==> src/rtl/fetch_pc_gen_pkg.sv <==
// Shared parameters and state encoding for the fetch PC generator.
package fetch_pc_gen_pkg;

   localparam int ADDR       = 32;
   localparam int W_BRID     = 4;
   localparam int INST_BYTES = 4;
   localparam logic [ADDR-1:0] RESET_PC = '0;

   // Clears the sub-instruction byte offset of a redirect target.
   localparam logic [ADDR-1:0] ALIGN_MASK = ~(ADDR'(INST_BYTES - 1));

   typedef enum logic [1:0] {
      S_BOOT = 2'd0,
      S_RUN  = 2'd1,
      S_HALT = 2'd2
   } state_e;

endpackage

==> src/rtl/fetch_pc_gen.sv <==
// Fetch front end: instruction-memory address, redirects, halt/restart and branch-ID generation.
//
// state  | meaning
// S_BOOT | one cycle after reset; pc held, fetch stage output killed
// S_RUN  | issuing a fetch every cycle (or re-reading on stall)
// S_HALT | no fetches; left only by a redirect
import fetch_pc_gen_pkg::*;

module fetch_pc_gen (
   input  logic              clk,
   input  logic              reset,
   input  logic              stall_i,
   input  logic              br_v_i,
   input  logic [ADDR-1:0]   br_target_i,
   input  logic              halt_i,
   output logic [ADDR-1:0]   pc_o,
   output logic              req_o,
   output logic [W_BRID-1:0] brid_o,
   output logic              branch_o,
   output logic              halted_o
);

   state_e              state_q, state_d;
   logic [ADDR-1:0]     pc_q, pc_d;
   logic [W_BRID-1:0]   brid_q, brid_d;
   logic [ADDR-1:0]     target_aligned;

   assign target_aligned = br_target_i & ALIGN_MASK;

   always_ff @(posedge clk) begin
      if (reset) begin
         state_q <= S_BOOT;
         pc_q    <= RESET_PC;
         brid_q  <= '0;
      end else begin
         state_q <= state_d;
         pc_q    <= pc_d;
         brid_q  <= brid_d;
      end
   end

   always_comb begin
      state_d = state_q;
      pc_d    = pc_q;
      brid_d  = brid_q;
      unique case (state_q)
         S_BOOT: state_d = S_RUN;
         S_RUN: begin
            // A redirect wins over both stall and halt; the wrong-path fetch is killed via branch_o.
            if (br_v_i) begin
               pc_d   = target_aligned;
               brid_d = brid_q + W_BRID'(1);
            end else if (stall_i) begin
               pc_d = pc_q;
            end else if (halt_i) begin
               state_d = S_HALT;
            end else begin
               pc_d = pc_q + ADDR'(INST_BYTES);
            end
         end
         S_HALT: begin
            if (br_v_i) begin
               pc_d    = target_aligned;
               brid_d  = brid_q + W_BRID'(1);
               state_d = S_RUN;
            end
         end
         default: state_d = S_BOOT;
      endcase
   end

   always_comb begin
      req_o    = (state_q == S_RUN);
      branch_o = (state_q != S_RUN) | br_v_i;
      halted_o = (state_q == S_HALT);
   end

   assign pc_o   = pc_q;
   assign brid_o = brid_q;

endmodule

==> config.mk <==
export PLATFORM = sky130hd
export DESIGN_NAME = fetch_pc_gen
export DESIGN_NICKNAME = d
export VERILOG_FILES = /design/src/rtl/fetch_pc_gen_pkg.sv /design/src/rtl/fetch_pc_gen.sv
export SDC_FILE = /design/constraint.sdc
export NUM_CORES = 1
export LEC_CHECK = 0
export CORE_ASPECT_RATIO = 1.2
export CORE_MARGIN = 4
export CORE_UTILIZATION = 47
export CTS_CLUSTER_SIZE = 14
export DETAILED_ROUTE_END_ITERATION = 8
export PLACE_DENSITY = 0.81
export SYNTH_ARGS = -nofsm -noshare
export SYNTH_HDL_FRONTEND = slang
export SYNTH_SLANG_ARGS = --single-unit
==> constraint.sdc <==
create_clock -name clk -period 2.4 [get_ports clk]
set_input_delay 0.48 -clock clk [delete_from_list [all_inputs] [get_ports clk]]
set_output_delay 0.48 -clock clk [all_outputs]
set_load 0.01 [all_outputs]
# [Yosys cells after proc, flatten, opt, wreduce, memory -nomap -nowiden]
# Cells that the tools add are included.
# Widths: inputs -> output; s select.
[totals] latchBits=0 mem_bits_ro=0 ff_bits=38 out_inout_bits=39 word_cells=31 mem_bits_rw=0 mem_count=0
[classes] bitwise_logic=1 div_mod_pow=0 n_mul=0 shift=0 reduce_logical=6 add_sub_neg=2 magnitude_cmp=0 mux=10 n_eq_ne=9
[op_table] cell="$mux 32" n=4
[op_table] cell="$pmux 32 s2" n=1
[op_table] cell="$add 32x3->32 const B" n=1
[op_table] cell="$mux 2" n=4
[op_table] cell="$ne 2x2->1 const B" n=4
[op_table] cell="$reduce_and 4->1" n=2
[op_table] cell="$ne 3x3->1 const B" n=2
[op_table] cell="$pmux 2 s3" n=1
[op_table] cell="$add 4x1->4 const B" n=1
[op_table] cell="$eq 2x1->1 const B" n=1
[op_table] cell="$eq 2x2->1 const B" n=1
[op_table] cell="$logic_not 2->1" n=1
[op_table] cell="$ne 2x1->1 const B" n=1
[op_table] cell="$reduce_and 2->1" n=1
[op_table] cell="$reduce_bool 2->1" n=1
[op_table] cell="$reduce_or 2->1" n=1
[op_table] cell="$or 1x1->1" n=1

# [Longest topological paths before layout]
# Gate-level depths: netlist (run 1).
[logic_depth] word_depth=5 mapped_depth=10 ltp_nobuf=7

# [Worst setup path before layout (run 1)]
# No wires, ideal clock.
[synth_path] path_type="reg2reg" start="reg state_q[0]" end="reg pc_q[25], in the netlist pc_o[25]" synth_period_minus_slack_ps=2218 setup_slack_ps=182 required_ps=2326 path_stages_with_launch=8 path_buffers=1 t_arrival_ps=2145 setup_ps=74 path_cell_list="dfxtp_1 > inv_1 > ha_1 > or2_1 > clkbuf_1 > or4b_1 > or4_4 > o211ai_2"
[synth_between] elab_chain_cells=3 elab_cells_between_ends=8 cone_classes="5 x eq/ne; 1 x mux; 2 x reduce/logical"
[synth_lines] element="from (decl)" line="fetch_pc_gen.sv:23" text="state_e state_q, state_d;"
[synth_lines] element="from (signal assigned)" line="fetch_pc_gen.sv:36" text="state_q <= state_d;"
[synth_lines] element="$eq 2x2->1 *"
[synth_lines] element="net halted_o" line="fetch_pc_gen.sv:20" text="output logic halted_o"
[synth_lines] element="$ne 2x2->1 (no source line) or $reduce_bool 2->1 (tied branches)"
[synth_lines] element="$reduce_and 4->1 (no source line)"
[synth_lines] element="to (signal assigned)" line="fetch_pc_gen.sv:37" text="pc_q <= pc_d;"
[synth_lines] element="to (decl)" line="fetch_pc_gen.sv:24" text="logic [ADDR-1:0] pc_q, pc_d;"
# Mark *: on every way through the listed nets, which the timed path passes. The rest lies on a longest branch.
# A chain may end at the register's enable or synchronous reset.

# [Worst setup path after layout (run 1)]
[layout_path] start="in br_v_i" end="out branch_o"
[layout_between] elab_chain_cells=1
[layout_lines] element="from (decl)" line="fetch_pc_gen.sv:13" text="input logic br_v_i,"
[layout_lines] element="$or 1x1->1" line="fetch_pc_gen.sv:74" text="branch_o = (state_q != S_RUN) | br_v_i;"
[layout_lines] element="to (decl)" line="fetch_pc_gen.sv:19" text="output logic branch_o,"
# No other way between the ends.

==> results of run 1 <==
layout by cell type (no fill, tap or decap), types with 4 or more instances in the layout:
cell type and instances:
clkdlybuf4s50_1 71, nor2_1 38, dfxtp_1 36, nand2_1 34
buf_4 21, nand3_1 18, a21oi_1 17, o21ai_0 16
nor3_1 11, nand4_1 11, a31oi_1 9, inv_1 7
a32oi_1 7, clkbuf_8 7, nand2b_1 5, a211oi_1 5
mux2i_1 5, ha_1 5, a22oi_1 4, and3_1 4
o22ai_1 4
per-layer routing:
| layer | track usage [%] | wire length [um] | vias to the layer above |
|---|---|---|---|
| met5 | 0 | 0 | - |
| met4 | 5.87 | 82 | 0 |
| met3 | 4.69 | 545 | 12 |
| met2 | 40.6 | 3590 | 130 |
| met1 | 29.9 | 3080 | 1248 |
| li1 | - | - | 1347 |
cell families after synthesis:
| family | Yosys count |
|---|---|
| mux | 5 |
| buf+inv | 31 |
| xor+xnor | 2 |
| simple gates | 150 |
| compound gates | 88 |
| other cells | 1 |
| flops | 36 |
| fa+ha+maj | 5 |
layout make-up:
cell class | count | area share, %
Tap cell | 60 | 2.25
Clock buffer | 7 | 2.89
Inverter | 7 | 0.789
Multi-Input combinational cell | 252 | 46.3
Timing Repair Buffer | 92 | 26.1
Sequential cell | 36 | 21.6
registers in the layout, summed over array words and instances, names as in the netlist:
register	cells
pc_o	30
brid_o	4
state_q	2
through the flow:
step                      power (mW)  instance area (um^2)
after global placement          1.22                  3230
after global routing            1.80                  3330
after floorplan                0.980                  2380
final                           1.71                  3330
after CTS                       1.71                  3330
after detailed placement        1.23                  3230
worst paths after layout:
kind | from | to | slack [ps] | cells after the start
setup / recovery | br_v_i | branch_o | 110 | 4
hold reg to reg | state_q[1]$_SDFFE_PP0P_ | state_q[1]$_SDFFE_PP0P_ | 480 | 2
hold / removal | state_q[1]$_SDFFE_PP0P_ | state_q[1]$_SDFFE_PP0P_ | 480 | 2
setup reg to reg | state_q[0]$_SDFFE_PP0P_ | pc_o[30]$_SDFFE_PP0P_ | 140 | 8
worst register-to-register path, cell delays in order, from the launching register on:
cell and delay, ps:
dfxtp_1 380, inv_1 80, ha_1 290, or2_1 270
or4b_1 570, buf_4 190, nor3_1 190, nand2b_1 90
o22ai_1 120
power by group:
group	total (mW)	switching (mW)	leakage, nW	internal [mW]
Combinational	0.497	0.237	0.851	0.260
Sequential	0.729	0.0800	0.294	0.649
Clock	0.479	0.223	0.0503	0.256
Total	1.71	0.540	1.19	1.17
==> results.json, run 1 <==
{
  "synth_ff_type": "dfxtp_1",
  "critical_path.top_delay_family": "buffers and inverters",
  "fin_util_pct": 67.9,
  "drt_pass1_iterations": 5,
  "place.gp.congestion": 0.896,
  "worstHoldPathType": "register to register",
  "drtAntennaViolNets": 0,
  "yosys.area_share.simple_pct": 33.7,
  "async_reset_ff_share_pct": 0,
  "synth_mux_area_share_pct": 2.10,
  "crit_type": "input pin to output port",
  "place_ws_ps": 63.1,
  "netlist_area_um2": 2380,
  "worst_slew_pin_slew_ps": 524,
  "powerDensity_nw_per_um2": 512,
  "worstPathArrival_ps": 1810,
  "synth_edf_count": 0,
  "antenna_cells": 0,
  "cpPeakStageDelay_ps": 520,
  "hold_violations": 0,
  "wl_mm": 7.30,
  "grt_max_degree": 34,
  "grt_setup_unrepaired": "no",
  "routedWlPerCell_um": 16.1,
  "crit_path_max_fanout": 15,
  "die_x_um": 73.0,
  "synth.avg_cell_area_um2": 7.49,
  "syn_inst": 318,
  "ys_seq_elements": 36,
  "cp_slowest_cell": "clkdlybuf4s50_1",
  "yosysWarnings": 0,
  "synth_compound_area_share_pct": 25.2,
  "finalNetCount": 436,
  "seq_area_um2": 721,
  "drive_gt1_share_pct": 10.9,
  "grt_usage_pct": 23.6,
  "maxSlewViolCount": 0,
  "cp_common_cell": "clkdlybuf4s50_1",
  "htreeDepth": 2,
  "fmax_mhz": 438,
  "p_leak_nw": 1.19,
  "multi_input_area_um2": 1540,
  "grt_pass1_vias": 2519,
  "cap_violations": 0,
  "numCtsBuffers": 5,
  "insertion_delay_ps": 290,
  "synth_common_cells": "nor2_1, dfxtp_1, nand2_1, clkbuf_1, nand3_1",
  "path_clk_slew_ps": 80,
  "post-route-drc-count": 0,
  "tns_ps": 0,
  "coreArea_um2": 4900,
  "die_h_um": 86.0,
  "dp_hpwl_mm": 5.38,
  "whs_ps": 481,
  "ys_top_cells_by_area": "dfxtp_1, nor2_1, nand2_1",
  "cts_sinks": 36,
  "fin_crit_ps": 2290,
  "cp-end-kind": "output port",
  "num_rows": 28,
  "root_buffer": "clkbuf_8",
  "path_buf_inv": 3,
  "drt_iter0_drc": 191,
  "status": "complete, no violations",
  "cp.required_ps": 1920,
  "cp_cell_sequence": "clkdlybuf4s50_1, buf_4, nand2b_1, clkdlybuf4s50_1",
  "startpoint_type": "input pin",
  "clockBufferDepth": 2,
  "via_count": 2737,
  "grt_pass1_wl_mm": 12.0,
  "ios": 76,
  "finalCritPeriodShare_pct": 95.2,
  "synth_fa_ha_area_share_pct": 2.63,
  "dp.cells": 447,
  "setup_viol": 0,
  "dieArea_um2": 6270,
  "cts_tree": "done",
  "synth_top_area_share_pct": 30.3,
  "final.setup.worst_slack_ps": 114,
  "ys_types": 55,
  "synth_xor_area_share_pct": 0.736,
  "slew_headroom_pct": 64.8,
  "routed_via_density": 6.03,
  "yosysMostFrequentCell": "nor2_1",
  "area.growth.synth_to_final_pct": 39.8,
  "yosysSeqAreaShare_pct": 30.3,
  "vdd_drop_max_uv": 296,
  "cts_resized": 0,
  "num-fill-cells": 431,
  "overflow": 0,
  "antenna_found_initial": 0,
  "yosysTopAreaCell": "dfxtp_1",
  "synth_top_family_by_area": "simple AND/OR/NAND/NOR gates",
  "worst_clock_skew_ps": 10.1,
  "io_buffers": 71,
  "initial_core_util_pct": 48.5,
  "cts.hold.buffers_added": 0,
  "final_cells": 454,
  "cts_setup_buffers": 0
}
Note: power is estimated with default switching activity, not from simulation.
==> run 2: changes to the inputs <==
SETUP_SLACK_MARGIN = 0.1   (was unset)
==> run 2 against run 1 <==
Global-route usage unchanged; utilization up 0.84 points; combinational power grew 2%; via count rose by 0.66%; sequential cell count is the same; sequential power about the same; clock skew is 2.1 ps higher; critical path depth rose by 2; die area stayed put; sequential share of layout area down 0.27 points; count of clock-buffer cells in the layout unchanged; register-to-register slack hardly changed; critical path type is now register to register.
==> results.json, run 2 (synthesis gave the netlist of run 1 again) <==
{
  "worstPathArrival_ps": 2470,
  "maxSlewViolCount": 0,
  "drtAntennaViolNets": 0,
  "gr-usage-met1_pct": 29.9,
  "via_count": 2755,
  "hold_depth": 2,
  "htreeDepth": 2,
  "fmax_mhz": 443,
  "worstHoldPathType": "register to register",
  "final_cell_mix": "clkdlybuf4s50_1, nor2_1, dfxtp_1",
  "grtUsageMet2_pct": 40.6,
  "dp_hpwl_mm": 5.38,
  "grt_usage_pct": 23.6,
  "cp_cell_sequence": "inv_1, ha_1, or2_1, or4b_1, or4_4, o211ai_2",
  "finalCritPeriodShare_pct": 94.0,
  "grt_pass1_wl_mm": 12.0,
  "place.gp.congestion": 0.896,
  "drt_iter0_drc": 160,
  "post-route-drc-count": 0,
  "grt_util_met3_pct": 4.69,
  "cts_tree": "done",
  "whs_ps": 481,
  "drt_pass1_iterations": 5,
  "hold_violations": 0,
  "design_area_um2": 3370,
  "num-fill-cells": 425,
  "busiest_layer": "met2",
  "path_clk_slew_ps": 80,
  "cp.required_ps": 2620,
  "startpoint_type": "register",
  "finalNetCount": 440,
  "die_x_um": 73.0,
  "vdd_drop_max_uv": 297,
  "root_buffer": "clkbuf_8",
  "cpPeakStageDelay_ps": 570,
  "finalPower_mw": 1.72,
  "reg2reg_to": "pc_o[25]$_SDFFE_PP0P_",
  "dieArea_um2": 6270,
  "wl_mm": 7.40,
  "initial_core_util_pct": 48.5,
  "worst_clock_skew_ps": 12.2,
  "tns_ps": 0,
  "numCtsBuffers": 5,
  "ios": 76,
  "die_h_um": 86.0,
  "num_rows": 28,
  "worst_slew_pin_slew_ps": 534,
  "cap_violations": 0,
  "grt_pass1_vias": 2519,
  "overflow": 0,
  "cts_sinks": 36,
  "slew_headroom_pct": 64.0,
  "reg2reg_depth": 6,
  "setup_viol": 0,
  "hold_path_end": "state_q[1]$_SDFFE_PP0P_",
  "area.growth.synth_to_final_pct": 41.6,
  "cp-end-kind": "register",
  "clockBufferDepth": 2,
  "routed_via_density": 6.02,
  "status": "complete, no violations",
  "insertion_delay_ps": 290,
  "grt_setup_unrepaired": "yes",
  "crit_type": "register to register",
  "grt_max_degree": 34,
  "cts.hold.buffers_added": 0,
  "powerDensity_nw_per_um2": 509,
  "cp_slowest_cell": "or4b_1",
  "reg2reg_slack_ps": 140,
  "antenna_cells": 0,
  "drive_gt1_share_pct": 12.1,
  "layout_commonest_cell": "clkdlybuf4s50_1",
  "place_area_um2": 3230,
  "worstReg2RegStart": "state_q[0]$_SDFFE_PP0P_",
  "io_buffers": 71,
  "fin_crit_ps": 2260,
  "hp-start": "state_q[1]$_SDFFE_PP0P_",
  "coreArea_um2": 4900,
  "p_leak_nw": 1.21,
  "largest_register_ffs": 30,
  "fin_util_pct": 68.7,
  "antenna_found_initial": 0,
  "crit_path_max_fanout": 8,
  "routedWlPerCell_um": 16.2
}
## run 2: per-layer routing
layer	up-vias	wire (um)
li1	1356	-
met1	1260	3130
met2	129	3640
met3	10	562
met4	0	70
met5	-	0
## run 2: how the worst max path moves through the flow
stage | startpoint | end | cells after the start
floorplan | state_q[0]$_SDFFE_PP0P_ | pc_o[25]$_SDFFE_PP0P_ | 7
global placement | br_v_i | pc_o[30]$_SDFFE_PP0P_ | 7
detailed placement | br_v_i | pc_o[30]$_SDFFE_PP0P_ | 7
CTS | br_v_i | branch_o | 4
global route | state_q[0]$_SDFFE_PP0P_ | pc_o[10]$_SDFFE_PP0P_ | 8
finish | state_q[0]$_SDFFE_PP0P_ | pc_o[25]$_SDFFE_PP0P_ | 6
## run 2: what timing repair did
action / 4_1_cts / 5_1_grt
buffers inserted: 0 / 4
setup endpoints to repair: 0 / 4
resized for setup: 0 / 3
## run 2: power breakdown
group          leakage, nW  switching (mW)  internal, mW
Clock               0.0503           0.225         0.256
Combinational        0.871           0.239         0.267
Sequential           0.294          0.0795         0.649
## run 2: critical path: cells and delay by family (launching register included)
family / cells / cell delay (ps)
compound gates: 1 / 70
flops: 1 / 380
simple gates: 3 / 1360
fa+ha+maj: 1 / 300
buf+inv: 1 / 80
## run 2: stage by stage
step	std cells	setup slack, ps
floorplan	319	182
global placement	447	54.0
detailed placement	447	63.1
CTS	454	110
global route	458	68.9
finish	458	143
## run 2: final cells by class
type / instances / area (um^2) / area share (%)
Sequential cell: 36 / 721 / 21.4
Timing Repair Buffer: 96 / 902 / 26.8
Inverter: 7 / 26.3 / 0.780
Multi-Input combinational cell: 252 / 1550 / 46.0
Clock buffer: 7 / 96.3 / 2.86
Tap cell: 60 / 75.1 / 2.23
==> run 3: changes to the inputs <==
ABC_CLOCK_PERIOD_IN_PS = 2400   (was unset)
SLEW_MARGIN = 20   (was unset)
==> results of run 3 <==
Final layout, timing and power as in run 2 (identical DEF).
==> edit: new RTL, config.mk and constraints of run 3 <==
`ADDR`: 32 -> 16.
--- a/src/rtl/fetch_pc_gen_pkg.sv
+++ b/src/rtl/fetch_pc_gen_pkg.sv
@@ -3,3 +3,3 @@
 
-   localparam int ADDR       = 32;
+   localparam int ADDR       = 16;
    localparam int W_BRID     = 4;
Interface: changed (resized br_target_i and pc_o); port bits go from 76 to 44. No check against the original RTL was run, so the function may have changed too.
==> edit against run 3 <==
- routed wire length down 55%
- total power down 51%
- clock skew down 0.010 ns
- critical path depth down 3
- final cell count down 50%
- maximum frequency up 2.2%
- core utilization down 2.9 points
- synthesized area down 46%
- count of clock-buffer cells in the layout down 3
- sequential cell count down 16
- combinational power down 52%
- cell area down 50%
- setup slack better by 0.049 ns
- global-route usage down 4.9 points
- critical path type is now in -> out
- largest power group unchanged
- highest routed layer unchanged
==> edit: results (changes against run 3) <==
| Stage | Metric | Value | vs run 3 |
| --- | --- | --- | --- |
| drt | First-iteration detailed-routing DRC count | 39 | -76% |
| final layout | Flip-flop count of the largest register after layout | 14 | -53% |
| grt | Maximum number of pins on one net before global-route repair | 20 | -41% |
| drt | Detailed-router iteration count before antenna repair | 4 | -1 |
| placed design | Post-Place Cells | 224 | -50% |
| logic synthesis | Leading post-synthesis cells by cell area | sky130_fd_sc_hd__dfxtp_1 (31%), sky130_fd_sc_hd__nand3_1 (5.9%), sky130_fd_sc_hd__o21ai_0 (5.1%), sky130_fd_sc_hd__ha_1 (4.9%), sky130_fd_sc_hd__a21oi_1 (4.7%) |  |
| power and ir drop | Internal Power | 0.579 mW | -51% |
| logic synthesis | Leading cell types by count after synthesis | sky130_fd_sc_hd__dfxtp_1 (20), sky130_fd_sc_hd__nand3_1 (15), sky130_fd_sc_hd__o21ai_0 (13), sky130_fd_sc_hd__a21oi_1 (12), sky130_fd_sc_hd__nand2_1 (10) |  |
| clock tree | Clock-pin transition on the worst setup and hold timing paths | 0.12 ns | +0.04 ns |
| hold path | Worst hold start | brid_o[3] |  |
| drt | Vias per cell | 5.79 | -3.8% |
| power and ir drop | Peak supply drop | 0.000431 V | +45% |
| clock tree | Cts bufs inserted | 3 | -2 |
| logic synthesis | Sequential element share of the synthesized area | 31.3% | +1.1 points |
| placed design | Final weighted congestion of routability-driven global placement | 0.832 | -7.2% |
| power and ir drop | Comb power frac | 29.1% | -0.4 points |
| placed design | Placement Cell Area | 0.00166 sq mm | -49% |
| clock tree | Clock Root Buffer | sky130_fd_sc_hd__clkbuf_4 |  |
| setup path | CP arrival | 1.73 ns | -0.74 ns |
| grt | Number of global-route vias before repair | 1,265 | -50% |
| final layout | Ratio of cells with drive above 1 in the final layout | 10.3% | -1.8 points |
| logic synthesis | Count of distinct cell types in the synthesized netlist | 43 | -22% |
| sta | Post-route worst hold slack | 0.505 ns | +0.0239 ns |
| power and ir drop | P per Cell Area | 496 mW/mm^2 | -2.7% |
| status | Outcome | finished, final reports clean |  |
| drt | WL final | 3350 um | -55% |
## edit: changes by cell type after synthesis, sizes merged, moves of 5 or more
cell	run 3	this run
dfxtp	36	20
nor2	38	9
nand2	34	10
nand4	13	4
nor3	12	1
buf	4	9
a21oi	17	12
a31oi	9	2
and3	6	0
mux2i	5	0
a32oi	7	2
clkbuf	20	4
## edit: layout make-up
cell class	count	area [sq um]
clock buffer	4	36.3
fill	245	881
inverter	3	11.3
multi-input combinational	123	772
sequential	20	400
tap	33	41.3
timing repair buffer	45	435
## edit: logic make-up (layout without fill, tap and decap cells)
| kind of cell | Yosys count | in the layout | share of synthesized area [%] |
|---|---|---|---|
| XOR/XNOR | 2 | 2 | 1.37 |
| flip-flops | 20 | 20 | 31.3 |
| AO/OA/AOI/OAI | 52 | 52 | 26.2 |
| adder cells (fa/ha/maj) | 5 | 5 | 4.90 |
| AND/OR/NAND/NOR | 62 | 62 | 27.3 |
| buffers and inverters | 16 | 52 | 8.52 |
| other | 1 | 2 | 0.294 |
## edit: worst max-delay path, cell delays in order
cell,delay (ns)
sky130_fd_sc_hd__clkdlybuf4s50_1,0.56
sky130_fd_sc_hd__nand2b_1,0.15
sky130_fd_sc_hd__clkdlybuf4s50_1,0.53
## edit: routing by layer
| layer | global-route usage, % | part of all wire (%) |
|---|---|---|
| met3 | 2.55 | 4.3 |
| met4 | 6.38 | 0.75 |
| met1 | 23.1 | 46 |
| met5 | 0 | 0 |
| met2 | 33.3 | 49 |
## edit: how the worst max path moves through the flow
stage	start	endpoint	slack (ns)
6_report	br_v_i	branch_o	0.19
3_5_place_dp	br_v_i	branch_o	0.19
3_3_place_gp	br_v_i	branch_o	0.21
5_1_grt	br_v_i	branch_o	0.18
4_1_cts	br_v_i	branch_o	0.19
2_1_floorplan	state_q[0]	pc_o[14]	0.52
